## src/rtl/fetch_unit_pkg.sv

```systemverilog
// Shared definitions for the instruction-fetch stage: state encodings,
// default boot address and the canonical NOP word.
package fetch_unit_pkg;

  // Fetch sequencer states. BOOT lasts exactly one cycle after reset,
  // RUN is the normal fetching state, FAULT is absorbing until reset.
  typedef enum logic [1:0] {
    ST_BOOT  = 2'd0,
    ST_RUN   = 2'd1,
    ST_FAULT = 2'd2
  } fetch_state_e;

  // PC of the first fetch after reset unless overridden at instantiation.
  localparam logic [31:0] DEFAULT_RESET_PC = 32'h0000_0000;

  // ADD x0,x0,x0 -- used wherever a harmless instruction word is needed.
  localparam logic [31:0] NOP_INSTR = 32'h0000_0033;

  // Instructions are word aligned; any redirect with low address bits set
  // is illegal and must not reach the memory.
  function automatic logic is_misaligned(input logic        redir_valid,
                                         input logic [31:0] redir_pc);
    return redir_valid && (redir_pc[1:0] != 2'b00);
  endfunction

endpackage

```

## src/rtl/fetch_unit.sv

```systemverilog
// Instruction-fetch stage. Holds the PC, issues fetches to a single-port
// instruction memory with a 1-cycle registered read, and presents each
// fetched word to decode with a valid/ready handshake. Redirects from
// execute squash the displayed word and retarget the next fetch in the
// same cycle, so a redirect costs no bubble when fetching is enabled.
module fetch_unit
  import fetch_unit_pkg::*;
#(
  parameter logic [31:0] RESET_PC = DEFAULT_RESET_PC
) (
  input  logic        CLK,
  input  logic        RESET,
  output logic [31:0] memory_address,
  output logic        memory_read_strobe,
  input  logic [31:0] memory_read_data,
  output logic [31:0] instr,
  output logic [31:0] instr_pc,
  output logic        instr_valid,
  input  logic        instr_ready,
  input  logic        redirect_valid,
  input  logic [31:0] redirect_pc,
  input  logic        fetch_enable,
  output logic        fault,
  output logic [31:0] fetch_count
);

  fetch_state_e state_q, state_d;
  logic [31:0]  pc_q, pc_d;
  logic         valid_q, valid_d;
  logic [31:0]  instr_pc_q, instr_pc_d;
  logic         fault_q, fault_d;
  logic [31:0]  count_q, count_d;

  logic         misaligned;
  logic         advance;
  logic         accept;
  logic         strobe;
  logic [31:0]  fetch_addr;

  // Fetch request decode: a redirect overrides the sequential PC, and a
  // new word may only be requested when the displayed one will not be
  // needed any more (empty, accepted, or squashed by the redirect).
  always_comb begin
    misaligned = is_misaligned(redirect_valid, redirect_pc);
    advance    = !valid_q || instr_ready;
    accept     = valid_q && !redirect_valid && instr_ready;
    fetch_addr = redirect_valid ? redirect_pc : pc_q;
    strobe     = (state_q == ST_RUN) && fetch_enable && !misaligned &&
                 (redirect_valid || advance);
  end

  assign memory_address     = fetch_addr;
  assign memory_read_strobe = strobe;
  // The memory holds its output until the next strobe, so decode can take
  // the word straight from the memory with no local copy.
  assign instr              = memory_read_data;
  assign instr_pc           = instr_pc_q;
  assign instr_valid        = valid_q && !redirect_valid;
  assign fault              = fault_q;
  assign fetch_count        = count_q;

  // Next-state logic for the sequencer, PC, output-valid and counters.
  always_comb begin
    state_d    = state_q;
    pc_d       = pc_q;
    valid_d    = valid_q;
    instr_pc_d = instr_pc_q;
    fault_d    = fault_q;
    count_d    = count_q;

    case (state_q)
      ST_BOOT: state_d = ST_RUN;
      ST_RUN: begin
        if (misaligned) begin
          state_d = ST_FAULT;
          fault_d = 1'b1;
        end
      end
      ST_FAULT: state_d = ST_FAULT;
      default: begin
        state_d = ST_FAULT;
        fault_d = 1'b1;
      end
    endcase

    if (strobe) begin
      // Word arrives next cycle, so it becomes valid exactly then.
      valid_d    = 1'b1;
      instr_pc_d = fetch_addr;
      pc_d       = fetch_addr + 32'd4;
    end else if (state_q == ST_FAULT) begin
      // Redirects are ignored once faulted; nothing is ever valid again.
      valid_d = 1'b0;
    end else if (misaligned) begin
      // Drop the wrong-path word but keep the PC as it was.
      valid_d = 1'b0;
    end else if (redirect_valid) begin
      // Aligned redirect that could not fetch (BOOT or fetch disabled):
      // remember the target so fetching resumes there.
      pc_d    = redirect_pc;
      valid_d = 1'b0;
    end else if (accept) begin
      valid_d = 1'b0;
    end

    if (accept) begin
      count_d = count_q + 32'd1;
    end
  end

  // State registers; reset takes effect immediately so an in-flight word
  // is never marked valid.
  always_ff @(posedge CLK or posedge RESET) begin
    if (RESET) begin
      state_q    <= ST_BOOT;
      pc_q       <= RESET_PC;
      valid_q    <= 1'b0;
      instr_pc_q <= 32'h0000_0000;
      fault_q    <= 1'b0;
      count_q    <= 32'h0000_0000;
    end else begin
      state_q    <= state_d;
      pc_q       <= pc_d;
      valid_q    <= valid_d;
      instr_pc_q <= instr_pc_d;
      fault_q    <= fault_d;
      count_q    <= count_d;
    end
  end

endmodule

```

## config.mk

```make
export PLATFORM = sky130hd
export DESIGN_NAME = fetch_unit
export DESIGN_NICKNAME = d
export VERILOG_FILES = /design/src/rtl/fetch_unit_pkg.sv /design/src/rtl/fetch_unit.sv
export SDC_FILE = /design/constraint.sdc
export NUM_CORES = 1
export LEC_CHECK = 0
export ABC_AREA = 0
export BUFFER_PORTS_ARGS = -buffer_cell sky130_fd_sc_hd__buf_2
export CAP_MARGIN = 20
export CORE_MARGIN = 2
export CORE_UTILIZATION = 35
export CTS_CLUSTER_DIAMETER = 30
export DETAILED_ROUTE_END_ITERATION = 7
export GPL_ROUTABILITY_DRIVEN = 1
export SLEW_MARGIN = 20
export SYNTH_ARGS = -nofsm -noshare
export SYNTH_HDL_FRONTEND = slang
export SYNTH_SLANG_ARGS = --single-unit
```

## constraint.sdc

```tcl
create_clock -name CLK -period 3.2 [get_ports CLK]
set_input_delay 0.16 -clock CLK [delete_from_list [all_inputs] [get_ports CLK]]
set_output_delay 0.16 -clock CLK [all_outputs]
set_load 0.03 [all_outputs]
```

==> results.json, run 1 <==
{
  "netlist_top_cells_area": "dfrtp_1 47%, xnor2_1 5.4%, buf_4 4.7%",
  "met2_usage": 0.287,
  "wl_per_cell_um": 16.6,
  "min_period_over_period": 0.742,
  "h-tree-depth": 3,
  "grt_overflow_total": 0,
  "drive_gt1_frac": 0.278,
  "max_stage_delay_ns": 0.51,
  "end_kind": "output port",
  "drtIter0Drc": 263,
  "place_inst": 842,
  "post-synth-top-area-fraction": 0.466,
  "cpLargestDelayFamily": "buffers and inverters",
  "hold_buffers": 1,
  "grt_max_degree": 56,
  "grt_use_total": 0.176,
  "cts_tree": "done",
  "grt_use_met3": 0.0334,
  "worstHoldStart": "instr_ready",
  "grt_pass1_vias": 4320,
  "post-route-drc-count": 0,
  "worst_path_max_delay_cell": "or4_1",
  "syn_to_final_growth_pct": 17.9,
  "row_count": 45,
  "slew_headroom": 0.436,
  "worst_slew_pin_slew_ns": 0.842,
  "final_util": 0.420,
  "r2r_slack_ns": 0.88,
  "cts.path.max_buffers": 2,
  "hold_depth": 3,
  "avgSynthCellArea_um2": 9.53,
  "top_usage_layer": "met2",
  "root_buffer": "clkbuf_16",
  "syn-cell-area_mm2": 0.00537,
  "core_area_mm2": 0.0151,
  "finalWirelength_um": 14300,
  "critPathLaunchType": "register",
  "multi_input_area_mm2": 0.00240,
  "status": "finished clean",
  "synth.most_common_cell": "dfrtp_1",
  "die_y_um": 128,
  "use_met1": 0.229,
  "clkSinkCount": 100,
  "hold_slack_ns": 0.153,
  "cts_made_buffers": 9,
  "synth_edf_count": 0,
  "clock_latency_ns": 0.35,
  "finalClockSkew_ns": 0.0103,
  "finalSetupViolations": 0,
  "async_flop_share": 1.00,
  "hpwl_um": 10700,
  "power.density_mw_per_mm2": 409,
  "diodes": 0,
  "instances_no_fill": 858,
  "ir_drop_uv": 268,
  "arrival_ns": 2.22,
  "io_pins": 200,
  "gp_congestion": 0.817,
  "timing.rr.start": "pc_q[2]",
  "leakagePower_nw": 3.36,
  "ys_seq_area_frac": 0.466,
  "cts_resized": 0,
  "grt_pass1_wl_um": 22500,
  "ys_warn_count": 0,
  "ys_seq_elements": 100,
  "antenna_found_initial": 0,
  "yosys.area.top_type": "dfrtp_1",
  "dr.pass1.iters": 5,
  "post_cts_buffers": 0,
  "min_to": "fetch_count[2]",
  "ys_dominant_reg_cell": "dfrtp_1",
  "reg2reg_depth": 8,
  "portBuffers": 135,
  "reg2reg_to": "pc_q[20]",
  "fmax_mhz": 421,
  "crit_type": "reg -> out",
  "vias": 4474,
  "synth_cell_types": 47,
  "antenna_left": 0,
  "hold_class": "in -> reg",
  "dieArea_mm2": 0.0164,
  "initial_core_util": 0.356,
  "report.final.slew_viol_count": 0,
  "rsz0062_at_grt": "false",
  "required_ns": 3.04,
  "fillers": 1532,
  "path_max_fanout": 34,
  "clk_pin_slew_ns": 0.06,
  "synthesis.nets": 635,
  "netlist_top_cells_count": "100 x dfrtp_1, 60 x nand2_1, 49 x nor2_1",
  "hold_viol_final": 0,
  "nets": 737,
  "die-width_um": 128,
  "setup-tns-final_ns": 0,
  "cp_num_buf_inv": 3,
  "path_cells": "nor3b_1, or4_1, inv_2, buf_12, buf_2",
  "regArea_mm2": 0.00250,
  "drt-vias-per-instance": 5.21,
  "synth_cells": 564,
  "fin_crit_ns": 2.38,
  "maxCapViolations": 0
}
==> cells by family after synthesis <==
kind of cell / count (synthesis) / share of synthesized area
muxes: 37 / 0.0719
xor gates and xnor gates: 43 / 0.0701
DFF: 100 / 0.466
and+or+nand+nor: 207 / 0.199
buffers and inverters: 88 / 0.0892
adders and majority gates: 2 / 0.00466
AOI/OAI and AO/OA: 87 / 0.0994
==> per-stage QoR <==
stage | instance area, µm² | setup WS (ns) | total power [mW]
final | 6340 | 0.825 | 2.59
after CTS | 6340 | 0.781 | 2.63
after global routing | 6340 | 0.620 | 2.69
after detailed placement | 6030 | 0.536 | 1.51
after floorplan | 5370 | 0.371 | 1.51
after global placement | 6030 | 0.642 | 1.51
==> tightest hold or removal path, cell delays in order <==
cell     delay (ns)
buf_2          0.13
nand3_1        0.10
xnor2_1        0.06
==> final cells by class <==
class | instances | area share
flip-flops and latches | 100 | 0.395
multi-input cells | 376 | 0.379
repair buffers | 147 | 0.123
clock buffers | 10 | 0.0377
well taps | 188 | 0.0371
inverters | 32 | 0.0194
clock inverters | 5 | 0.00829
==> flip-flops by register name, indices dropped and copies added (netlist names) <==
| signal | flops |
|---|---|
| pc_q | 32 |
| fetch_count | 32 |
| valid_q | 1 |
| instr_pc | 32 |
| fault | 1 |
| state_q | 2 |
==> report_power, final <==
group	leakage [nW]	internal, mW	switching (mW)
combinational	1.84	0.0693	0.156
clock	0.144	0.619	0.481
sequential	1.38	1.26	0
==> worst max-delay path by stage <==
| stage | start | endpoint | cells after the start |
|---|---|---|---|
| after floorplan | redirect_valid | pc_q[22] | 12 |
| after global placement | redirect_valid | pc_q[26] | 8 |
| after detailed placement | redirect_valid | pc_q[26] | 8 |
| after CTS | valid_q | memory_read_strobe | 5 |
| after global routing | redirect_valid | pc_q[28] | 8 |
| final | valid_q | memory_read_strobe | 5 |
==> metal layers <==
metal / vias to the layer above / part of all wire / wire length (µm)
li1: 2118 / - / -
met1: 2161 / 0.44 / 6280
met2: 169 / 0.47 / 6760
met3: 26 / 0.061 / 876
met4: 0 / 0.023 / 335
met5: - / 0 / 0
==> cell usage in the layout, fill, tap and decap left out, drive strengths merged, types with 8 or more instances in the layout <==
master / instances
xnor2: 33
nand3: 33
and4: 8
clkbuf: 10
a21oi: 35
mux2: 13
xor2: 10
buf: 146
inv: 32
nand4: 15
dfrtp: 100
o21ai: 20
nand2: 60
nor2: 49
mux2i: 24
o31ai: 14
Power figures use the tool's default switching activity.
==> run 2, diff against run 1 <==
clock period = 2.2 ns   (was 3.2 ns; I/O delays follow)
==> results.json, run 2 (synthesis gave the netlist of run 1 again) <==
{
  "status": "finished clean",
  "gp_congestion": 0.870,
  "maxCapViolations": 0,
  "leakagePower_nw": 3.57,
  "grt_overflow_total": 0,
  "wl_per_cell_um": 15.6,
  "rsz0062_at_grt": "false",
  "post-route-drc-count": 0,
  "dr.pass1.iters": 6,
  "grt_pass1_vias": 4487,
  "end_kind": "output port",
  "design_area_mm2": 0.00676,
  "grt_use_total": 0.177,
  "reg2reg_depth": 7,
  "hpwl_um": 11000,
  "power.density_mw_per_mm2": 563,
  "grt_pass1_wl_um": 22900,
  "worst_slew_pin_slew_ns": 0.449,
  "root_buffer": "clkbuf_16",
  "diodes": 0,
  "clock_latency_ns": 0.35,
  "report.final.slew_viol_count": 0,
  "hold_class": "in -> reg",
  "h-tree-depth": 3,
  "vias": 4557,
  "initial_core_util": 0.356,
  "antenna_found_initial": 0,
  "cts_tree": "done",
  "critPathLaunchType": "register",
  "cts.path.max_buffers": 2,
  "most-common-layout-cells": "134 x buf_2, 100 x dfrtp_1, 60 x nand2_1",
  "clk_pin_slew_ns": 0.07,
  "die-width_um": 128,
  "drtIter0Drc": 188,
  "portBuffers": 135,
  "dieArea_mm2": 0.0164,
  "row_count": 45,
  "report.power.total_mw": 3.81,
  "cts_made_buffers": 9,
  "clkSinkCount": 100,
  "nets": 780,
  "slew_headroom": 0.692,
  "min_period_over_period": 0.948,
  "io_pins": 200,
  "drt-vias-per-instance": 5.05,
  "finalSetupViolations": 0,
  "layout.cells.most_common": "buf_2",
  "drive_gt1_frac": 0.328,
  "place_inst": 882,
  "hold_viol_final": 0,
  "finalClockSkew_ns": 0.00949,
  "ir_drop_uv": 382,
  "grt_max_degree": 41,
  "antenna_left": 0,
  "place_area_mm2": 0.00642,
  "finalWirelength_um": 14100,
  "required_ns": 2.09,
  "crit_type": "reg -> out",
  "fin_crit_ns": 2.09,
  "die_y_um": 128,
  "core_area_mm2": 0.0151,
  "hold_depth": 3,
  "path_max_fanout": 18,
  "arrival_ns": 1.98,
  "syn_to_final_growth_pct": 25.8,
  "fmax_mhz": 479,
  "instances_no_fill": 902
}
[run 2: changes by cell type in the layout (fill, tap and decap cells not counted), moves of 2 or more]
cell | before | now
buf_4 | 10 | 47
buf_12 | 1 | 6
clkinv_4 | 0 | 2
inv_1 | 30 | 28
mux2i_1 | 24 | 22
[run 2: where the power goes]
group	leakage, nW	switching (mW)	internal [mW]
Sequential	1.38	0	1.84
Combinational	2.06	0.233	0.138
Clock	0.142	0.716	0.883
Total	3.57	0.949	2.86
[run 2: worst paths after layout]
kind	startpoint	end	slack [ns]
hold reg to reg	fetch_count[31]	fetch_count[31]	0.47
min in group asynchronous	RESET	fetch_count[10]	0.30
setup / recovery	valid_q	memory_read_strobe	0.11
setup reg to reg	valid_q	pc_q[31]	0.15
max in group asynchronous	RESET	fetch_count[15]	1.33
hold / removal	instr_ready	fetch_count[2]	0.11
[run 2: worst max-delay path: stages (launching register included)]
cell      delay (ns)
dfrtp_1         0.40
nor3b_1         0.15
or4_1           0.55
inv_4           0.13
buf_6           0.18
clkbuf_4        0.21
[run 2: timing repair]
item	CTS	global route
hold endpoints to repair	13	0
setup buffers	0	3
hold buffers	1	0
resized for setup	1	2
endpoints found under the setup margin	1	1
[run 2: metal layers]
metal / vias to the layer above / part of all wire / track usage
met5: - / 0 / 0
met4: 0 / 0.023 / 0.0743
met3: 28 / 0.066 / 0.0338
met2: 148 / 0.45 / 0.280
met1: 2174 / 0.46 / 0.240
li1: 2207 / - / -
[run 2: area by class of cell]
cell class,instances,area (µm²)
inverter,32,129
clock inverter,6,65.1
tap,188,235
fill,1463,8330
timing repair buffer,190,1170
clock buffer,10,229
multi-input combinational,376,2420
sequential,100,2500
[run 2: through the flow]
stage	TNS, ns	worst slack [ns]	utilization	hold slack, ns
detailed placement	-0.00967	-0.00967	0.426	0.128
floorplan	0	0.00784	-	0.285
global placement	0	0.0548	0.426	0.119
CTS	0	0.00375	0.446	0.0910
finish	0	0.113	0.448	0.110
global route	0	0.0106	0.448	0.121
==> run 3, diff against run 2 <==
--- a/config.mk
+++ b/config.mk
@@ -9,5 +9,4 @@
 export BUFFER_PORTS_ARGS = -buffer_cell sky130_fd_sc_hd__buf_2
 export CAP_MARGIN = 20
-export CORE_MARGIN = 2
 export CORE_UTILIZATION = 35
 export CTS_CLUSTER_DIAMETER = 30
==> constraint.sdc (replaced) <==
create_clock -name CLK -period 2.2 [get_ports CLK]
set_input_delay 0.22 -clock CLK [delete_from_list [all_inputs] [get_ports CLK]]
set_output_delay 0.22 -clock CLK [all_outputs]
set_load 0.03 [all_outputs]
==> results.json, run 3 (synthesis gave the netlist of run 1 again) <==
{
  "finalWirelength_um": 14100,
  "finalClockSkew_ns": 0.00547,
  "grt_max_degree": 75,
  "wl_per_cell_um": 15.5,
  "grt_overflow_total": 0,
  "status": "complete, but fails checks",
  "syn_to_final_growth_pct": 27.5,
  "cts.path.max_buffers": 2,
  "worst_slew_pin_slew_ns": 0.681,
  "hold_viol_final": 4,
  "clk_pin_slew_ns": 0.07,
  "initial_core_util": 0.364,
  "layout.cells.most_common": "buf_2",
  "power.density_mw_per_mm2": 563,
  "arrival_ns": 1.90,
  "ir_drop_uv": 372,
  "report.power.total_mw": 3.86,
  "dp_slack_ns": -0.119,
  "grt_pass1_wl_um": 23500,
  "worst_slack_ns": 0.0754,
  "place_inst": 893,
  "core_area_mm2": 0.0148,
  "io_pins": 200,
  "clkSinkCount": 100,
  "regArea_mm2": 0.00250,
  "cts_tree": "done",
  "grt_use_total": 0.187,
  "reg2reg_depth": 7,
  "cts_made_buffers": 9,
  "drtIter0Drc": 222,
  "drive_gt1_frac": 0.345,
  "multi_input_area_mm2": 0.00247,
  "hpwl_um": 10700,
  "antenna_found_initial": 0,
  "nets": 791,
  "finalSetupViolations": 0,
  "fillers": 1454,
  "antenna_left": 0,
  "slew_headroom": 0.544,
  "min_period_over_period": 0.966,
  "most-common-layout-cells": "134 x buf_2, 100 x dfrtp_1, 63 x buf_4",
  "root_buffer": "clkbuf_16",
  "m1WireLength_um": 6500,
  "row_count": 44,
  "post_cts_buffers": 0,
  "critPathLaunchType": "register",
  "post-route-drc-count": 0,
  "gp_congestion": 0.851,
  "dieArea_mm2": 0.0159,
  "required_ns": 1.98,
  "vias": 4608,
  "dr.pass1.iters": 4,
  "setup-tns-final_ns": 0,
  "path_max_fanout": 12,
  "die-width_um": 126,
  "drt-vias-per-instance": 5.07,
  "hold_slack_ns": -0.00805,
  "fin_crit_ns": 2.12,
  "clock_latency_ns": 0.35,
  "grt_pass1_vias": 4678,
  "report.final.slew_viol_count": 0,
  "violations": "hold timing",
  "final_util": 0.464,
  "crit_type": "reg -> out",
  "hold_class": "in -> async",
  "leakagePower_nw": 3.62,
  "top_layer": "met4",
  "maxCapViolations": 0,
  "met2WireLength_um": 6600,
  "fmax_mhz": 471,
  "h-tree-depth": 3,
  "rsz0062_at_grt": "false",
  "die_y_um": 126,
  "end_kind": "output port",
  "diodes": 0,
  "instances_no_fill": 909,
  "portBuffers": 135,
  "dr_wl_met3_um": 734
}
run 3: layer usage:
metal	track usage	vias up
li1	-	2229
met1	0.244	2207
met2	0.309	137
met3	0.0310	35
met4	0.0773	0
met5	0	-
run 3: path summary, 6_finish.rpt:
check | slack [ns] | endpoint | from
setup / recovery | 0.08 | memory_read_strobe | valid_q
hold / removal | -0.008 | state_q[0] | RESET
setup reg to reg | 0.19 | pc_q[17] | valid_q
hold reg to reg | 0.47 | fetch_count[31] | fetch_count[31]
max in group asynchronous | 1.87 | pc_q[25] | RESET
min in group CLK | 0.21 | fetch_count[0] | instr_ready
run 3: worst max-delay path, stage by stage (launching register included):
cell     delay [ns]
dfrtp_1        0.41
nor3b_1        0.16
or4_4          0.52
inv_4          0.13
buf_8          0.16
buf_4          0.17
run 3: per-stage QoR:
stage	instance area, µm²	hold slack, ns
6_report	6850	-0.00805
4_1_cts	6840	0.00536
3_3_place_gp	6530	0.380
3_5_place_dp	6530	0.392
5_1_grt	6850	0.0326
2_1_floorplan	5480	0.395
run 3: power by group:
part / switching, mW / internal (mW)
sequential: 0 / 1.84
clock: 0.753 / 0.895
combinational: 0.236 / 0.137
total: 0.989 / 2.87
run 3: what timing repair did:
action,in CTS,in global routing
resized for setup,4,2
hold buffers,0,0
endpoints found under the setup margin,1,4
run 3: layout make-up:
type | count | area share
Sequential cell | 100 | 0.365
Timing Repair Buffer | 201 | 0.178
Multi-Input combinational cell | 376 | 0.360
Tap cell | 184 | 0.0336
Inverter | 32 | 0.0192
Clock buffer | 10 | 0.0334
Clock inverter | 6 | 0.0106
